## src/rtl/vx_writeback_arb_pkg.sv

```systemverilog
// -----------------------------------------------------------------------------
// vx_writeback_arb_pkg
// Shared definitions for the register-file writeback arbiter:
//   - writeback beat width derived from the core configuration fields
//   - control-bit offsets inside a packed beat (eop, sop, tensor)
//   - arbiter FSM state encoding
//   - index-width helper that stays legal for a single requester
// -----------------------------------------------------------------------------
package vx_writeback_arb_pkg;

    // Core configuration fields that make up one writeback beat.
    localparam int UUID_WIDTH  = 44;
    localparam int ISSUE_WIS_W = 4;
    localparam int NUM_THREADS = 4;
    localparam int XLEN        = 32;
    localparam int NR_BITS     = 5;

    // uuid, wis, tmask, PC, rd, per-thread data, tensor/sop/eop
    localparam int WB_DATA_W = UUID_WIDTH + ISSUE_WIS_W + NUM_THREADS + XLEN
                             + NR_BITS + NUM_THREADS * XLEN + 3;

    localparam int WB_EOP_BIT    = 0;
    localparam int WB_SOP_BIT    = 1;
    localparam int WB_TENSOR_BIT = 2;

    typedef enum logic [0:0] {
        ARB_IDLE   = 1'b0,
        ARB_LOCKED = 1'b1
    } arb_state_e;

    // A zero-width index bus is illegal, so one requester still gets one bit.
    function automatic int idx_w(input int n);
        return (n > 1) ? $clog2(n) : 1;
    endfunction

endpackage

```

## src/rtl/vx_writeback_arb_rr_select.sv

```systemverilog
// -----------------------------------------------------------------------------
// vx_writeback_arb_rr_select
// Combinational round-robin picker: returns the first asserted request found
// scanning ptr_i, ptr_i+1, ... wrapping modulo NUM_REQS.
// Ports:
//   valid_i       request vector
//   ptr_i         index where the scan starts (highest priority)
//   grant_oh_o    one-hot grant (zero when no request)
//   grant_idx_o   binary index of the grant (0 when no request)
//   grant_vld_o   at least one request was found
// -----------------------------------------------------------------------------
module vx_writeback_arb_rr_select
    import vx_writeback_arb_pkg::*;
#(
    parameter int NUM_REQS = 4,
    parameter int IDX_W    = idx_w(NUM_REQS)
) (
    input  logic [NUM_REQS-1:0] valid_i,
    input  logic [IDX_W-1:0]    ptr_i,
    output logic [NUM_REQS-1:0] grant_oh_o,
    output logic [IDX_W-1:0]    grant_idx_o,
    output logic                grant_vld_o
);

    int   cand;
    logic found;

    always_comb begin
        grant_oh_o  = '0;
        grant_idx_o = '0;
        found       = 1'b0;
        cand        = 0;
        for (int off = 0; off < NUM_REQS; off++) begin
            cand = int'(ptr_i) + off;
            if (cand >= NUM_REQS) begin
                cand = cand - NUM_REQS;
            end
            if (!found && valid_i[cand]) begin
                found            = 1'b1;
                grant_idx_o      = IDX_W'(cand);
                grant_oh_o[cand] = 1'b1;
            end
        end
        grant_vld_o = found;
    end

endmodule

```

## src/rtl/vx_writeback_arb.sv

```systemverilog
// -----------------------------------------------------------------------------
// vx_writeback_arb
// Shares one register-file writeback port among NUM_REQS functional units.
// Round-robin between packets; once a multi-beat packet starts (sop without
// eop) the arbiter locks onto that requester until its eop beat.
// Ports:
//   clk_i, reset_ni    clock, asynchronous active-low reset
//   in_valid_i         per-requester beat valid
//   in_data_i          per-requester packed beats (bit0 eop, bit1 sop, bit2 tensor)
//   in_ready_o         one-hot accept (zero while in reset or when nothing granted)
//   out_valid_o        registered writeback valid
//   out_data_o         registered writeback beat (holds when idle)
//   out_grant_idx_o    source index of out_data_o
//   locked_o           arbiter is locked onto a packet
//   err_proto_o        one-cycle pulse on a sop/eop sequencing violation
//   err_timeout_o      sticky: a lock lasted LOCK_TIMEOUT cycles
// -----------------------------------------------------------------------------
module vx_writeback_arb
    import vx_writeback_arb_pkg::*;
#(
    parameter int NUM_REQS     = 4,
    parameter int DATA_W       = WB_DATA_W,
    parameter int LOCK_TIMEOUT = 64,
    localparam int IDX_W       = idx_w(NUM_REQS),
    localparam int CNT_W       = $clog2(LOCK_TIMEOUT + 1)
) (
    input  logic                       clk_i,
    input  logic                       reset_ni,
    input  logic [NUM_REQS-1:0]        in_valid_i,
    input  logic [NUM_REQS*DATA_W-1:0] in_data_i,
    output logic [NUM_REQS-1:0]        in_ready_o,
    output logic                       out_valid_o,
    output logic [DATA_W-1:0]          out_data_o,
    output logic [IDX_W-1:0]           out_grant_idx_o,
    output logic                       locked_o,
    output logic                       err_proto_o,
    output logic                       err_timeout_o
);

    arb_state_e         state_q, state_d;
    logic [IDX_W-1:0]   rr_ptr_q, rr_ptr_d;
    logic [IDX_W-1:0]   lock_idx_q, lock_idx_d;
    logic [CNT_W-1:0]   lock_cnt_q, lock_cnt_d;
    logic               out_valid_q, out_valid_d;
    logic [DATA_W-1:0]  out_data_q, out_data_d;
    logic [IDX_W-1:0]   out_idx_q, out_idx_d;
    logic               err_proto_q, err_proto_d;
    logic               err_timeout_q, err_timeout_d;

    logic [DATA_W-1:0]   beat [NUM_REQS];
    logic [NUM_REQS-1:0] rr_oh;
    logic [IDX_W-1:0]    rr_idx;
    logic                rr_vld;
    logic [NUM_REQS-1:0] grant_oh;
    logic [IDX_W-1:0]    grant_idx;
    logic                transfer;
    logic [DATA_W-1:0]   sel_beat;
    logic                sel_sop;
    logic                sel_eop;

    for (genvar gi = 0; gi < NUM_REQS; gi++) begin : g_unpack
        assign beat[gi] = in_data_i[gi*DATA_W +: DATA_W];
    end

    vx_writeback_arb_rr_select #(
        .NUM_REQS (NUM_REQS),
        .IDX_W    (IDX_W)
    ) u_rr_select (
        .valid_i     (in_valid_i),
        .ptr_i       (rr_ptr_q),
        .grant_oh_o  (rr_oh),
        .grant_idx_o (rr_idx),
        .grant_vld_o (rr_vld)
    );

    // While locked only the owner can be accepted; its ready follows its valid.
    // Ready is also masked by reset so nothing is accepted while reset is held.
    always_comb begin
        grant_oh  = '0;
        grant_idx = rr_idx;
        if (state_q == ARB_LOCKED) begin
            grant_idx            = lock_idx_q;
            grant_oh[lock_idx_q] = in_valid_i[lock_idx_q];
        end else if (rr_vld) begin
            grant_oh = rr_oh;
        end
        if (!reset_ni) begin
            grant_oh = '0;
        end
    end

    assign in_ready_o = grant_oh;
    assign transfer   = |grant_oh;
    assign sel_beat   = beat[grant_idx];
    assign sel_sop    = sel_beat[WB_SOP_BIT];
    assign sel_eop    = sel_beat[WB_EOP_BIT];

    always_comb begin
        state_d       = state_q;
        rr_ptr_d      = rr_ptr_q;
        lock_idx_d    = lock_idx_q;
        lock_cnt_d    = lock_cnt_q;
        out_valid_d   = transfer;
        out_data_d    = out_data_q;
        out_idx_d     = out_idx_q;
        err_proto_d   = 1'b0;
        err_timeout_d = err_timeout_q;

        if (state_q == ARB_LOCKED && lock_cnt_q < CNT_W'(LOCK_TIMEOUT)) begin
            lock_cnt_d = lock_cnt_q + 1'b1;
        end

        if (transfer) begin
            out_data_d = sel_beat;
            out_idx_d  = grant_idx;
            if (sel_eop) begin
                rr_ptr_d = (grant_idx == IDX_W'(NUM_REQS - 1)) ? '0 : grant_idx + 1'b1;
            end
            if (state_q == ARB_IDLE) begin
                // A beat without sop outside a packet is flagged but still
                // forwarded; eop decides whether it opens a lock.
                err_proto_d = !sel_sop;
                if (!sel_eop) begin
                    state_d    = ARB_LOCKED;
                    lock_idx_d = grant_idx;
                    lock_cnt_d = '0;
                end
            end else begin
                // A nested sop is flagged; the lock stays until eop.
                err_proto_d = sel_sop;
                if (sel_eop) begin
                    state_d = ARB_IDLE;
                end
            end
        end

        // Sticky: the lock itself is never broken by the timeout.
        if (state_q == ARB_LOCKED && lock_cnt_d == CNT_W'(LOCK_TIMEOUT)) begin
            err_timeout_d = 1'b1;
        end
    end

    always_ff @(posedge clk_i or negedge reset_ni) begin
        if (!reset_ni) begin
            state_q       <= ARB_IDLE;
            rr_ptr_q      <= '0;
            lock_idx_q    <= '0;
            lock_cnt_q    <= '0;
            out_valid_q   <= 1'b0;
            out_data_q    <= '0;
            out_idx_q     <= '0;
            err_proto_q   <= 1'b0;
            err_timeout_q <= 1'b0;
        end else begin
            state_q       <= state_d;
            rr_ptr_q      <= rr_ptr_d;
            lock_idx_q    <= lock_idx_d;
            lock_cnt_q    <= lock_cnt_d;
            out_valid_q   <= out_valid_d;
            out_data_q    <= out_data_d;
            out_idx_q     <= out_idx_d;
            err_proto_q   <= err_proto_d;
            err_timeout_q <= err_timeout_d;
        end
    end

    assign out_valid_o     = out_valid_q;
    assign out_data_o      = out_data_q;
    assign out_grant_idx_o = out_idx_q;
    assign locked_o        = (state_q == ARB_LOCKED);
    assign err_proto_o     = err_proto_q;
    assign err_timeout_o   = err_timeout_q;

endmodule

```

## config.mk

```make
export PLATFORM = sky130hd
export DESIGN_NAME = vx_writeback_arb
export DESIGN_NICKNAME = d
export VERILOG_FILES = /design/src/rtl/vx_writeback_arb_pkg.sv /design/src/rtl/vx_writeback_arb_rr_select.sv /design/src/rtl/vx_writeback_arb.sv
export SDC_FILE = /design/constraint.sdc
export NUM_CORES = 1
export LEC_CHECK = 0
export ABC_AREA = 1
export BUFFER_PORTS_ARGS = -buffer_cell sky130_fd_sc_hd__clkbuf_2
export CAP_MARGIN = 0
export CORE_AREA = 5 5 433 435
export CTS_CLUSTER_DIAMETER = 50
export DETAILED_ROUTE_END_ITERATION = 10
export DIE_AREA = 0 0 438 440
export REMOVE_ABC_BUFFERS = 1
export SYNTH_ARGS = -nofsm -noshare
export SYNTH_HDL_FRONTEND = slang
export SYNTH_SLANG_ARGS = --single-unit
```

## constraint.sdc

```tcl
create_clock -name clk_i -period 6.4 [get_ports clk_i]
set_input_delay 1.28 -clock clk_i [delete_from_list [all_inputs] [get_ports clk_i]]
set_output_delay 1.28 -clock clk_i [all_outputs]
set_load 0.02 [all_outputs]
```

After elaboration in Yosys (flattened, before gate mapping)

Index checks and enable logic that the tools add are counted.
W data, S select, Z words.

Register bits after elaboration: 237
Input bits: 886
Output and inout bits: 230
Word-level logic and storage cells: 115

$add $sub $neg: 9
Magnitude comparators: 16
Equal/unequal tests: 2
Mux-type cells: 55
Bitwise operators: 7
Reductions and logical operators: 17

Operator list:

| cell                    | number |
|---|---|
| $bmux W220 S2           | 1 |
| $mux W220               | 2 |
| $ge A32 B1 Y1 const B   | 4 |
| $lt A32 B4 Y1 const B   | 4 |
| $mux W32                | 4 |
| $ge A32 B4 Y1 const B   | 3 |
| $sub A32 B4 Y32 const B | 3 |
| $mux W4                 | 7 |
| $mux W7                 | 4 |
| $mux W1                 | 21 |
| $mux W2                 | 6 |
| $or A4 B4 Y4            | 3 |
| $bmux W1 S2             | 5 |
| $demux W1 S2            | 5 |
| $logic_and A1 B1 Y1     | 10 |
| $add A7 B1 Y7 const B   | 1 |
| $eq A7 B7 Y1 const B    | 1 |
| $lt A7 B7 Y1 const B    | 1 |
| $add A2 B2 Y3 const B   | 2 |
| $and A4 B4 Y4           | 1 |
| $logic_not A1 Y1        | 4 |
| $reduce_or A4 Y1        | 1 |
| $sub A2 B3 Y4 const B   | 1 |
| $add A2 B1 Y3 const B   | 1 |
| other kinds (10)        | 11 |

Depth between registers and ports, before layout

Gate-level depths: netlist (run 1).

Word-level depth: 25
Gate-level depth with buffers: 20
Mapped depth without buffers: 20

Cells and area by module

A second synthesis (run 1) with hierarchy kept.

Cell total of the unflattened synthesis: 2380
Area total of the unflattened synthesis: 15547.4 um2

Modules (own cells, without submodules):

| module                     | instances | cells each | area an instance (um2) | sequential area each (um2) |
|---|---|---|---|---|
| vx_writeback_arb           | 1         | 2303       | 15087.0                | 5930.7 |
| vx_writeback_arb_rr_select | 1         | 77         | 460.4                  | 0.0 |

Least setup slack after synthesis (run 1)

No wires, ideal clock.

Path kind: input port to output port
From: input port in_valid_i[1]
To: output port in_ready_o[2]
Data arrival time: 2.226 ns
Data required time: 5.120 ns
Path slack: 2.894 ns
Stages on the path: 11
Path buffers: 0
Cells stage by stage: inv_1 nand2_1 nand3_1 nand2_4 nor2_8 nand3_2 clkinv_1 nand2_1 nand3_1 nand2_1 inv_1

Cells in the longest elaborated chain, start to end: 16
Elaborated cells between the ends (all ways): 35
Those cells by class: 25 x mux; 4 x bitwise; 6 x reduce/logical

RTL lines:

| what                                        | line                             | source |
|---|---|---|
| start: declaration                          | vx_writeback_arb.sv:29           | `input logic [NUM_REQS-1:0] in_valid_i,` |
| $bmux W1 S2                                 | vx_writeback_arb_rr_select.sv:38 | `if (!found && valid_i[cand]) begin` |
| $mux W1 (implied by the code) (2 in series) | vx_writeback_arb_rr_select.sv:38 |  |
| $mux W1                                     | vx_writeback_arb_rr_select.sv:38 |  |
| $logic_not A1 Y1                            | vx_writeback_arb_rr_select.sv:38 |  |
| $logic_and A1 B1 Y1                         | vx_writeback_arb_rr_select.sv:38 |  |
| $mux W1                                     | vx_writeback_arb_rr_select.sv:38 |  |
| $logic_not A1 Y1                            | vx_writeback_arb_rr_select.sv:38 |  |
| $logic_and A1 B1 Y1                         | vx_writeback_arb_rr_select.sv:38 |  |
| $mux W1                                     | vx_writeback_arb_rr_select.sv:38 |  |
| $logic_not A1 Y1                            | vx_writeback_arb_rr_select.sv:38 |  |
| $logic_and A1 B1 Y1                         | vx_writeback_arb_rr_select.sv:38 |  |
| $mux W4 / $mux W1 (equally long branches)   | vx_writeback_arb_rr_select.sv:38 |  |
| $mux W4                                     | vx_writeback_arb.sv:84           | `end else if (rr_vld) begin` |
| $mux W4 *                                   | vx_writeback_arb.sv:81           | `if (state_q == ARB_LOCKED) begin` |
| $mux W4 *                                   | vx_writeback_arb.sv:87           | `if (!reset_ni) begin` |
| end: declaration                            | vx_writeback_arb.sv:31           | `output logic [NUM_REQS-1:0] in_ready_o,` |

Every way passes the cells marked *; elsewhere a longest branch is shown, timed or not. The select of a mux whose other input is x is not followed.

Worst setup path after layout (run 1)

From: register rr_ptr_q[0]
To: register out_data_q[188], in the netlist out_data_o[188]

Cells in the longest elaborated chain, start to end: 20
Elaborated cells between the ends (all ways): 77
Those cells by class: 7 x add/sub; 12 x order compare; 43 x mux; 4 x bitwise; 11 x reduce/logical

RTL lines:

| what                                                     | line                    | source |
|---|---|---|
| start: declaration                                       | vx_writeback_arb.sv:41  | `logic [IDX_W-1:0] rr_ptr_q, rr_ptr_d;` |
| start signal: assignment                                 | vx_writeback_arb.sv:156 | `rr_ptr_q <= rr_ptr_d;` |
| branches (longest 20 deep; another with $sub A32 B4 Y32) | n/a                     |  |
| end signal: assignment                                   | vx_writeback_arb.sv:160 | `out_data_q <= out_data_d;` |
| end: declaration                                         | vx_writeback_arb.sv:45  | `logic [DATA_W-1:0] out_data_q, out_data_d;` |

Several ways; the timed one is not identified. The select of a mux whose other input is x is not followed.
A chain may end at the register's enable or synchronous reset.

==> results of run 1 <==
-- placed cells by master, fill, tap and decap left out, types with 5 or more instances in the layout --
| cell type | Yosys | layout |
|---|---|---|
| clkbuf_2 | 0 | 1114 |
| nor2_1 | 1028 | 1028 |
| o21ai_0 | 356 | 354 |
| dfrtp_1 | 237 | 237 |
| a31oi_1 | 190 | 190 |
| nand2_1 | 153 | 153 |
| o21ai_1 | 94 | 96 |
| clkbuf_16 | 0 | 76 |
| inv_1 | 30 | 29 |
| diode_2 | 0 | 28 |
| o22ai_1 | 28 | 28 |
| buf_4 | 38 | 26 |
| nand3_1 | 24 | 24 |
| clkbuf_1 | 45 | 17 |
| buf_12 | 0 | 10 |
| clkbuf_8 | 0 | 9 |
| clkinvlp_4 | 0 | 9 |
| a21oi_1 | 8 | 8 |
| clkinv_2 | 1 | 8 |
| ha_1 | 6 | 6 |
| nand2_2 | 7 | 5 |
-- stage by stage --
stage | cell area [um^2] | util | power, mW | setup TNS, ns | setup slack [ns]
2_1_floorplan | 14500 | - | 10.7 | -1051.66 | -4.79
3_3_place_gp | 23600 | 0.129 | 16.6 | 0 | 1.28
3_5_place_dp | 23600 | 0.129 | 16.6 | 0 | 1.26
4_1_cts | 26000 | 0.143 | 20.5 | 0 | 1.73
5_1_grt | 26100 | 0.143 | 21.7 | 0 | 1.52
6_report | 26100 | 0.143 | 20.2 | 0 | 1.79
-- path summary, 6_finish.rpt --
path                              endpoint  slack [ns]
min                         out_data_o[13]        0.48
min reg2reg                 out_data_o[13]        0.48
min in group asynchronous  out_data_o[185]        0.59
max in group asynchronous  out_data_o[164]        3.74
max reg2reg                out_data_o[188]        1.79
max                        out_data_o[188]        1.79
-- per-layer routing --
layer	GRT usage	vias up
li1	-	10100
met4	0.0623	40
met3	0.0654	263
met2	0.286	1192
met5	0	-
met1	0.203	10900
-- tightest hold or removal path, stage by stage (launching register included) --
cell and delay [ns]:
dfrtp_1 0.33, nand2_1 0.05, nand2_1 0.06
-- registers in the layout, indices dropped and copies added (netlist names) --
| name | count |
|---|---|
| out_data_o | 220 |
| lock_cnt_q | 7 |
| lock_idx_q | 2 |
| out_grant_idx_o | 2 |
| rr_ptr_q | 2 |
| err_proto_o | 1 |
| err_timeout_o | 1 |
| locked_o | 1 |
| out_valid_o | 1 |
-- power by group --
| group | leakage [nW] | internal [mW] | total (mW) | switching [mW] |
|---|---|---|---|---|
| Clock | 1.19 | 2.45 | 3.78 | 1.33 |
| Sequential | 2.69 | 2.39 | 3.08 | 0.693 |
| Combinational | 8.23 | 3.51 | 13.4 | 9.85 |
-- layout make-up --
type                    instances  area [um^2]
fillers                     21400       157000
multi-input cells            1909         8490
repair buffers               1151         5990
flip-flops and latches        237         5930
well taps                    2385         2980
clock buffers                 102         2090
clock inverters                34          398
inverters                      34          159
diodes                         28         70.1
-- kinds of logic (layout without fill, tap and decap cells) --
kind of cell,Yosys count,after routing,share of synthesized area
adder cells (fa/ha/maj),6,6,0.00480
flip-flops,237,237,0.380
XOR/XNOR,4,4,0.00224
AND/OR/NAND/NOR,1222,1222,0.300
AO/OA/AOI/OAI,677,677,0.235
other,0,28,0
buffers and inverters,229,1321,0.0786
==> results.ini, run 1 <==
[outcome]
outcome=finished clean

[grt]
grt.overflow.total=0
antenna_found_initial=103
grt_max_degree=151
grt_pass1_wl_um=220000
grt_pass1_vias=21800
grt_util_all_layers=0.173

[timing]
min_period_over_period=0.721
fmax_ghz=0.217
rsz0062_at_grt=no
worst_slew_pin_slew_ns=1.09
hold_viol=0
slew_viol_final=0
maxSlewHeadroom=0.265
fin_crit_ns=4.61
fin_skew_ns=0.0327
finalSetupViolations=0
holdWs_ns=0.477

[floorplanning]
die_x_um=438
core_um2=183000
io_pins=1116
die-area_um2=193000
rows=157
start_util=0.0855
die_h_um=440

[routing]
drtPass1Iterations=5
drt_wl_total_um=176000
num_vias=22500
wl_met2_um=83600
met1_length_um=68600
wl_met3_um=16700
dr.max_layer_used=met5
postRouteAntennaNets=0
routedWlPerCell_um=29.8
drt_iter0_markers=2080
drt-vias-per-instance=3.82
route.detailed.drc=0

[yosys]
synth-main-ff-cell=dfrtp_1
synth_most_common_cell=nor2_1
async_flop_share=1.00
syn_avg_cell_area_um2=6.58
synth-edff-count=0
synth_area_leader_cell=dfrtp_1
synth_seq_cells=237
synthTopCellsByArea=dfrtp_1, nor2_1, o21ai_0, a31oi_1, nand2_1
synth_cell_type_count=31
synth_top_area_frac=0.380
synth_common_cells=nor2_1, o21ai_0, dfrtp_1, a31oi_1, nand2_1
synth_area_um2=15600
yosys_warnings=0
yosysSeqAreaShare=0.380
syn_inst=2375

[final_layout]
fin_cells=5880
drive_gt1_frac=0.372
syn_to_final_growth_pct=67.1
fin_nets=4300

[hold_path]
hp-class=register to register
hold_start=out_data_o[13]
min_path_cells=2

[pwr]
power_density_nw_per_um2=775
ir_drop_v=0.000572
p_leak_nw=12.1

[setup_path]
critPathMaxStageDelay_ns=0.62
critPathArrivalTime_ns=5.20
path_buf_inv=4
cp-end-kind=register
r2r_start=rr_ptr_q[0]
critical_path_depth=14
slowest_stage=buf_4
critPathKind=register to register
crit_required_ns=6.99
cp-start-kind=register
cp_max_fo=56
path_delay_family=buffers and inverters
cp-startpoint=rr_ptr_q[0]
crit_chain=inv_2 -> ha_1 -> inv_1 -> nand2_1 -> nand2_2 -> nor2_8 -> nand3_2 -> nand3_1 -> nand3_2 -> nand2_8 -> buf_4 -> buf_4 -> o21ai_0 -> a31oi_1
r2r.worst_path.cells=14

[clock_tree]
cts_tree=yes
ctsHoldBuffers=0
cts_setup_buffers=0
clockBufferDepth=3
cts.clk_slew.worst_paths_ns=0.05
clk_latency_ns=0.67
h-tree-depth=3
postCtsResizedCells=0
numCtsBuffers=75
clkSinkCount=237
root_buffer=clkbuf_16

[placement]
gp_congestion=1.01
port_buffers=1115
hpwl_um=147000
dp_cells=5716

[run]
cap_violations=0

Power figures use the tool's default switching activity.
==> inputs of run 2 (changes only) <==
--- a/config.mk
+++ b/config.mk
@@ -8,10 +8,10 @@
 export ABC_AREA = 1
 export BUFFER_PORTS_ARGS = -buffer_cell sky130_fd_sc_hd__clkbuf_2
 export CAP_MARGIN = 0
-export CORE_AREA = 5 5 433 435
+export CORE_AREA = 5 5 435 437
 export CTS_CLUSTER_DIAMETER = 50
 export DETAILED_ROUTE_END_ITERATION = 10
-export DIE_AREA = 0 0 438 440
+export DIE_AREA = 0 0 440 442
 export REMOVE_ABC_BUFFERS = 1
 export SYNTH_ARGS = -nofsm -noshare
 export SYNTH_HDL_FRONTEND = slang
==> constraint.sdc (replaced) <==
create_clock -name clk_i -period 4.8 [get_ports clk_i]
set_input_delay 0.96 -clock clk_i [delete_from_list [all_inputs] [get_ports clk_i]]
set_output_delay 0.96 -clock clk_i [all_outputs]
set_load 0.02 [all_outputs]
==> run 2 against run 1 <==
Critical path depth is 1 higher. Clock power is 18% higher. Fmax is 11% higher. Clock skew is 0.0032 ns higher. Total power is 32% higher. Register-to-register slack worse by 1.1 ns. Sequential power is 27% higher.
==> results.ini, run 2 (synthesis results as in run 1) <==
[placement]
placed_cell_area_um2=24000
port_buffers=1115
gp_congestion=0.995
hpwl_um=143000
dp_cells=5842

[grt]
grt_pass1_vias=21700
antenna_found_initial=116
use_met3=0.0733
grt_util_all_layers=0.162
busiest_layer=met2
grt_util_met1=0.190
grt.overflow.total=0
grt_max_degree=84
grt_pass1_wl_um=212000
grt_util_met2=0.265

[final_layout]
fin_nets=4317
multiInputGateArea_um2=8490
final_common_cell=clkbuf_2
largest_register_ff_count=220
layout_common_cells=clkbuf_2, nor2_1, o21ai_0
nFillCells=21700
regArea_um2=5930
drive_gt1_frac=0.375
fin_cells=5971
final_cell_area_um2=26200
syn_to_final_growth_pct=67.8
final_util=0.142

[routing]
num_vias=22500
drt-vias-per-instance=3.76
routedWlPerCell_um=27.8
drt_iter0_markers=1909
drtPass1Iterations=5
route.detailed.drc=0
drt_wl_total_um=166000
postRouteAntennaNets=0

[floorplanning]
start_util=0.0846
io_pins=1116
rows=158
die_h_um=442
die-area_um2=194000
core_um2=185000
die_x_um=440

[clock_tree]
root_buffer=clkbuf_16
cts_tree=yes
h-tree-depth=2
clockBufferDepth=3
clkSinkCount=237
ctsHoldBuffers=0
cts_setup_buffers=0
clk_latency_ns=0.66
postCtsResizedCells=0
cts.clk_slew.worst_paths_ns=0.05
numCtsBuffers=61

[timing]
rsz0062_at_grt=no
fin_crit_ns=4.15
maxSlewHeadroom=0.227
finalSetupViolations=0
worst_slew_pin_slew_ns=1.15
min_period_over_period=0.864
slew_viol_final=0
fmax_ghz=0.241
hold_viol=0
fin_skew_ns=0.0359
finalSetupTns_ns=0

[pwr]
ir_drop_v=0.000902
p_total_mw=26.8
p_leak_nw=12.1
power_density_nw_per_um2=1020

[hold_path]
hp-class=input port to async pin

[run]
cap_violations=0

[setup_path]
crit_top_cell=nand2_1
crit_required_ns=5.26
critPathKind=register to register
critPathMaxStageDelay_ns=0.92
crit_chain=inv_2 -> ha_1 -> inv_1 -> nand3_1 -> nand2_1 -> nor2_2 -> inv_1 -> nand2_1 -> nand2_1 -> nand3_2 -> nand2_8 -> buf_12 -> buf_4 -> o21ai_0 -> a31oi_1
cp-start-kind=register
critPathArrivalTime_ns=4.61
cp-end-kind=register
cp_max_fo=67
slowest_stage=o21ai_0

[outcome]
outcome=finished clean

run 2: cell count changes in the layout (fill, tap and decap cells not counted), sizes merged:
cell    before   now
buf         37    68
clkinv      16    11
inv         39    33
diode       28    23
bufinv       4    11
clkbuf    1216  1190
run 2: path summary, 6_finish.rpt:
kind,startpoint,to,slack [ns],depth (start not counted)
worst max-delay path,rr_ptr_q[0],out_data_o[193],0.65,15
worst min-delay path,reset_ni,out_data_o[144],0.19,1
worst max register to register,rr_ptr_q[0],out_data_o[193],0.65,15
worst min register to register,out_data_o[210],out_data_o[210],0.48,2
max in group asynchronous,reset_ni,out_data_o[72],2.72,3
min in group clk_i,out_data_o[210],out_data_o[210],0.48,2
run 2: through the flow:
stage               hold WS [ns]  setup slack, ns
floorplan                  0.489            -6.07
global placement           0.463            0.737
detailed placement         0.467            0.796
CTS                        0.118            0.746
global route               0.147            0.580
finish                     0.188            0.652
run 2: report_power, final:
group | internal, mW | total (mW) | leakage (nW) | switching [mW]
clock network | 3.00 | 4.46 | 1.02 | 1.46
logic | 5.14 | 18.4 | 8.41 | 13.3
registers | 3.18 | 3.91 | 2.69 | 0.728
run 2: per-layer routing:
metal  up-vias  wire (um)
met5         -        523
met4        84       4920
met3       293      18700
met2      1147      77400
met1     10900      64300
li1      10000          -
run 2: worst max-delay path, delay by kind of cell (launching register included):
family | cells | cell delay, ns
AOI/OAI and AO/OA | 2 | 1.08
buffers and inverters | 5 | 0.92
and+or+nand+nor | 7 | 0.84
DFF | 1 | 0.50
adders and majority gates | 1 | 0.40
run 2: area by class of cell:
class,instances,area share
multi-input cells,1909,0.324
repair buffers,1182,0.241
flip-flops and latches,237,0.226
well taps,2480,0.118
clock buffers,76,0.0634
clock inverters,30,0.0186
inverters,34,0.00606
diodes,23,0.00220
==> inputs of run 3 (changes only) <==
--- a/config.mk
+++ b/config.mk
@@ -8,10 +8,10 @@
 export ABC_AREA = 1
 export BUFFER_PORTS_ARGS = -buffer_cell sky130_fd_sc_hd__clkbuf_2
 export CAP_MARGIN = 0
-export CORE_AREA = 5 5 435 437
+export CORE_AREA = 5 5 431 433
 export CTS_CLUSTER_DIAMETER = 50
 export DETAILED_ROUTE_END_ITERATION = 10
-export DIE_AREA = 0 0 440 442
+export DIE_AREA = 0 0 436 438
 export REMOVE_ABC_BUFFERS = 1
 export SYNTH_ARGS = -nofsm -noshare
 export SYNTH_HDL_FRONTEND = slang
==> run 3 against run 2 <==
Via count increased by 0.95%. Combinational power about the same. Register-to-register slack improved by 0.20 ns. First-iteration DRC count increased by 21%. Critical endpoint is now out_data_o[102]. Largest cell class unchanged. Highest routed layer unchanged.
==> results.ini, run 3 (synthesis results as in run 1) <==
[timing]
fmax_ghz=0.253
rsz0062_at_grt=no
fin_skew_ns=0.0468
maxSlewHeadroom=0.262
holdWs_ns=0.219
min_period_over_period=0.823
slew_viol_final=0
fin_crit_ns=3.95
hold_viol=0
worst_slew_pin_slew_ns=1.11
finalSetupViolations=0

[final_layout]
layout_common_cells=clkbuf_2, nor2_1, o21ai_0
fin_nets=4328
final_common_cell=clkbuf_2
drive_gt1_frac=0.378
nFillCells=21200
syn_to_final_growth_pct=66.6
fin_cells=5910
largest_register_ff_count=220

[floorplanning]
start_util=0.0860
rows=157
io_pins=1116
die_h_um=438
core_um2=182000
die_x_um=436
die-area_um2=191000

[grt]
grt_util_all_layers=0.162
grt.overflow.total=0
grt_max_degree=139
grt_pass1_vias=21600
grt_pass1_wl_um=208000
antenna_found_initial=126

[placement]
dp_cells=5761
port_buffers=1115
hpwl_um=140000
gp_congestion=1.07

[setup_path]
r2r.worst_path.cells=13
rrSetupSlack_ns=0.85
cp-end-kind=register
r2r_start=rr_ptr_q[0]
cp_max_fo=101
critPathKind=register to register
crit_required_ns=5.38
cp-start-kind=register
worstReg2RegEnd=out_data_o[102]
critPathArrivalTime_ns=4.53

[routing]
num_vias=22700
drtPass1Iterations=6
drt-vias-per-instance=3.84
drt_wl_total_um=164000
drt_iter0_markers=2309
routedWlPerCell_um=27.8
postRouteAntennaNets=0
route.detailed.drc=0

[clock_tree]
ctsHoldBuffers=0
root_buffer=clkbuf_16
h-tree-depth=2
cts_tree=yes
clockBufferDepth=3
numCtsBuffers=58
clkSinkCount=237
cts.clk_slew.worst_paths_ns=0.06
postCtsResizedCells=0
clk_latency_ns=0.67
cts_setup_buffers=0

[pwr]
ir_drop_v=0.000561
p_leak_nw=12.1
power_density_nw_per_um2=1020

[hold_path]
hp-class=input port to async pin

[run]
cap_violations=0

[outcome]
outcome=finished clean

[run 3: cell count changes in the layout (fill, tap and decap cells not counted)]
cell	previous run	this run
buf_4	49	69
diode_2	23	40
buf_12	18	12
bufinv_16	11	6
clkinvlp_4	9	14
clkbuf_16	61	58
clkinv_4	1	4
inv_6	0	2
clkbuf_8	8	9
clkinv_2	7	8
clkinv_8	1	0
o21ai_0	354	353
o21ai_1	96	97
[run 3: power breakdown]
group	internal [mW]	switching, mW	leakage [nW]
registers	3.18	0.747	2.69
clock network	2.67	1.51	0.943
logic	5.16	13.4	8.45
[run 3: final cells by class]
cell class / instances / area (um^2) / area share
repair buffers: 1196 / 6350 / 0.244
multi-input cells: 1909 / 8490 / 0.326
diodes: 40 / 100 / 0.00385
inverters: 34 / 159 / 0.00611
clock buffers: 74 / 1600 / 0.0615
well taps: 2385 / 2980 / 0.115
clock inverters: 35 / 408 / 0.0157
flip-flops and latches: 237 / 5930 / 0.228
[run 3: worst max-delay path: stages, from the launching register on]
cell     delay [ns]
dfrtp_1        0.53
inv_2          0.15
ha_1           0.39
inv_1          0.09
nand2_1        0.09
nand2_2        0.10
nor2_8         0.14
nand3_2        0.12
nand3_1        0.11
nand3_2        0.16
nand2_8        0.28
buf_4          0.76
o21ai_0        0.49
a31oi_1        0.25
[run 3: metrics by stage]
stage / power (mW) / area [um^2] / TNS [ns] / worst slack, ns / util
floorplan: 12.9 / 14500 / -1354.06 / -6.07 / -
global placement: 22.4 / 23900 / 0 / 0.596 / 0.132
detailed placement: 22.6 / 23900 / 0 / 0.608 / 0.132
CTS: 26.9 / 25900 / 0 / 0.859 / 0.143
global route: 28.6 / 26000 / 0 / 0.637 / 0.143
finish: 26.6 / 26000 / 0 / 0.848 / 0.143
[run 3: worst max path at each step]
stage | start | endpoint | slack, ns | cells after the start
3_3_place_gp | in_valid_i[0] | out_data_o[120] | 0.60 | 17
2_1_floorplan | in_valid_i[1] | rr_ptr_q[1] | -6.07 | 13
5_1_grt | rr_ptr_q[0] | out_data_o[69] | 0.64 | 17
6_report | rr_ptr_q[0] | out_data_o[102] | 0.85 | 13
3_5_place_dp | in_valid_i[0] | out_data_o[120] | 0.61 | 17
4_1_cts | rr_ptr_q[0] | out_data_o[120] | 0.86 | 17
[run 3: routing by layer]
layer	track usage	vias up	routed length [um]	part of all wire
met4	0.0526	80	6050	0.037
met3	0.0814	327	20200	0.12
met1	0.186	10900	61700	0.38
li1	-	10100	-	-
met2	0.263	1258	75600	0.46
met5	0	-	518	0.0032
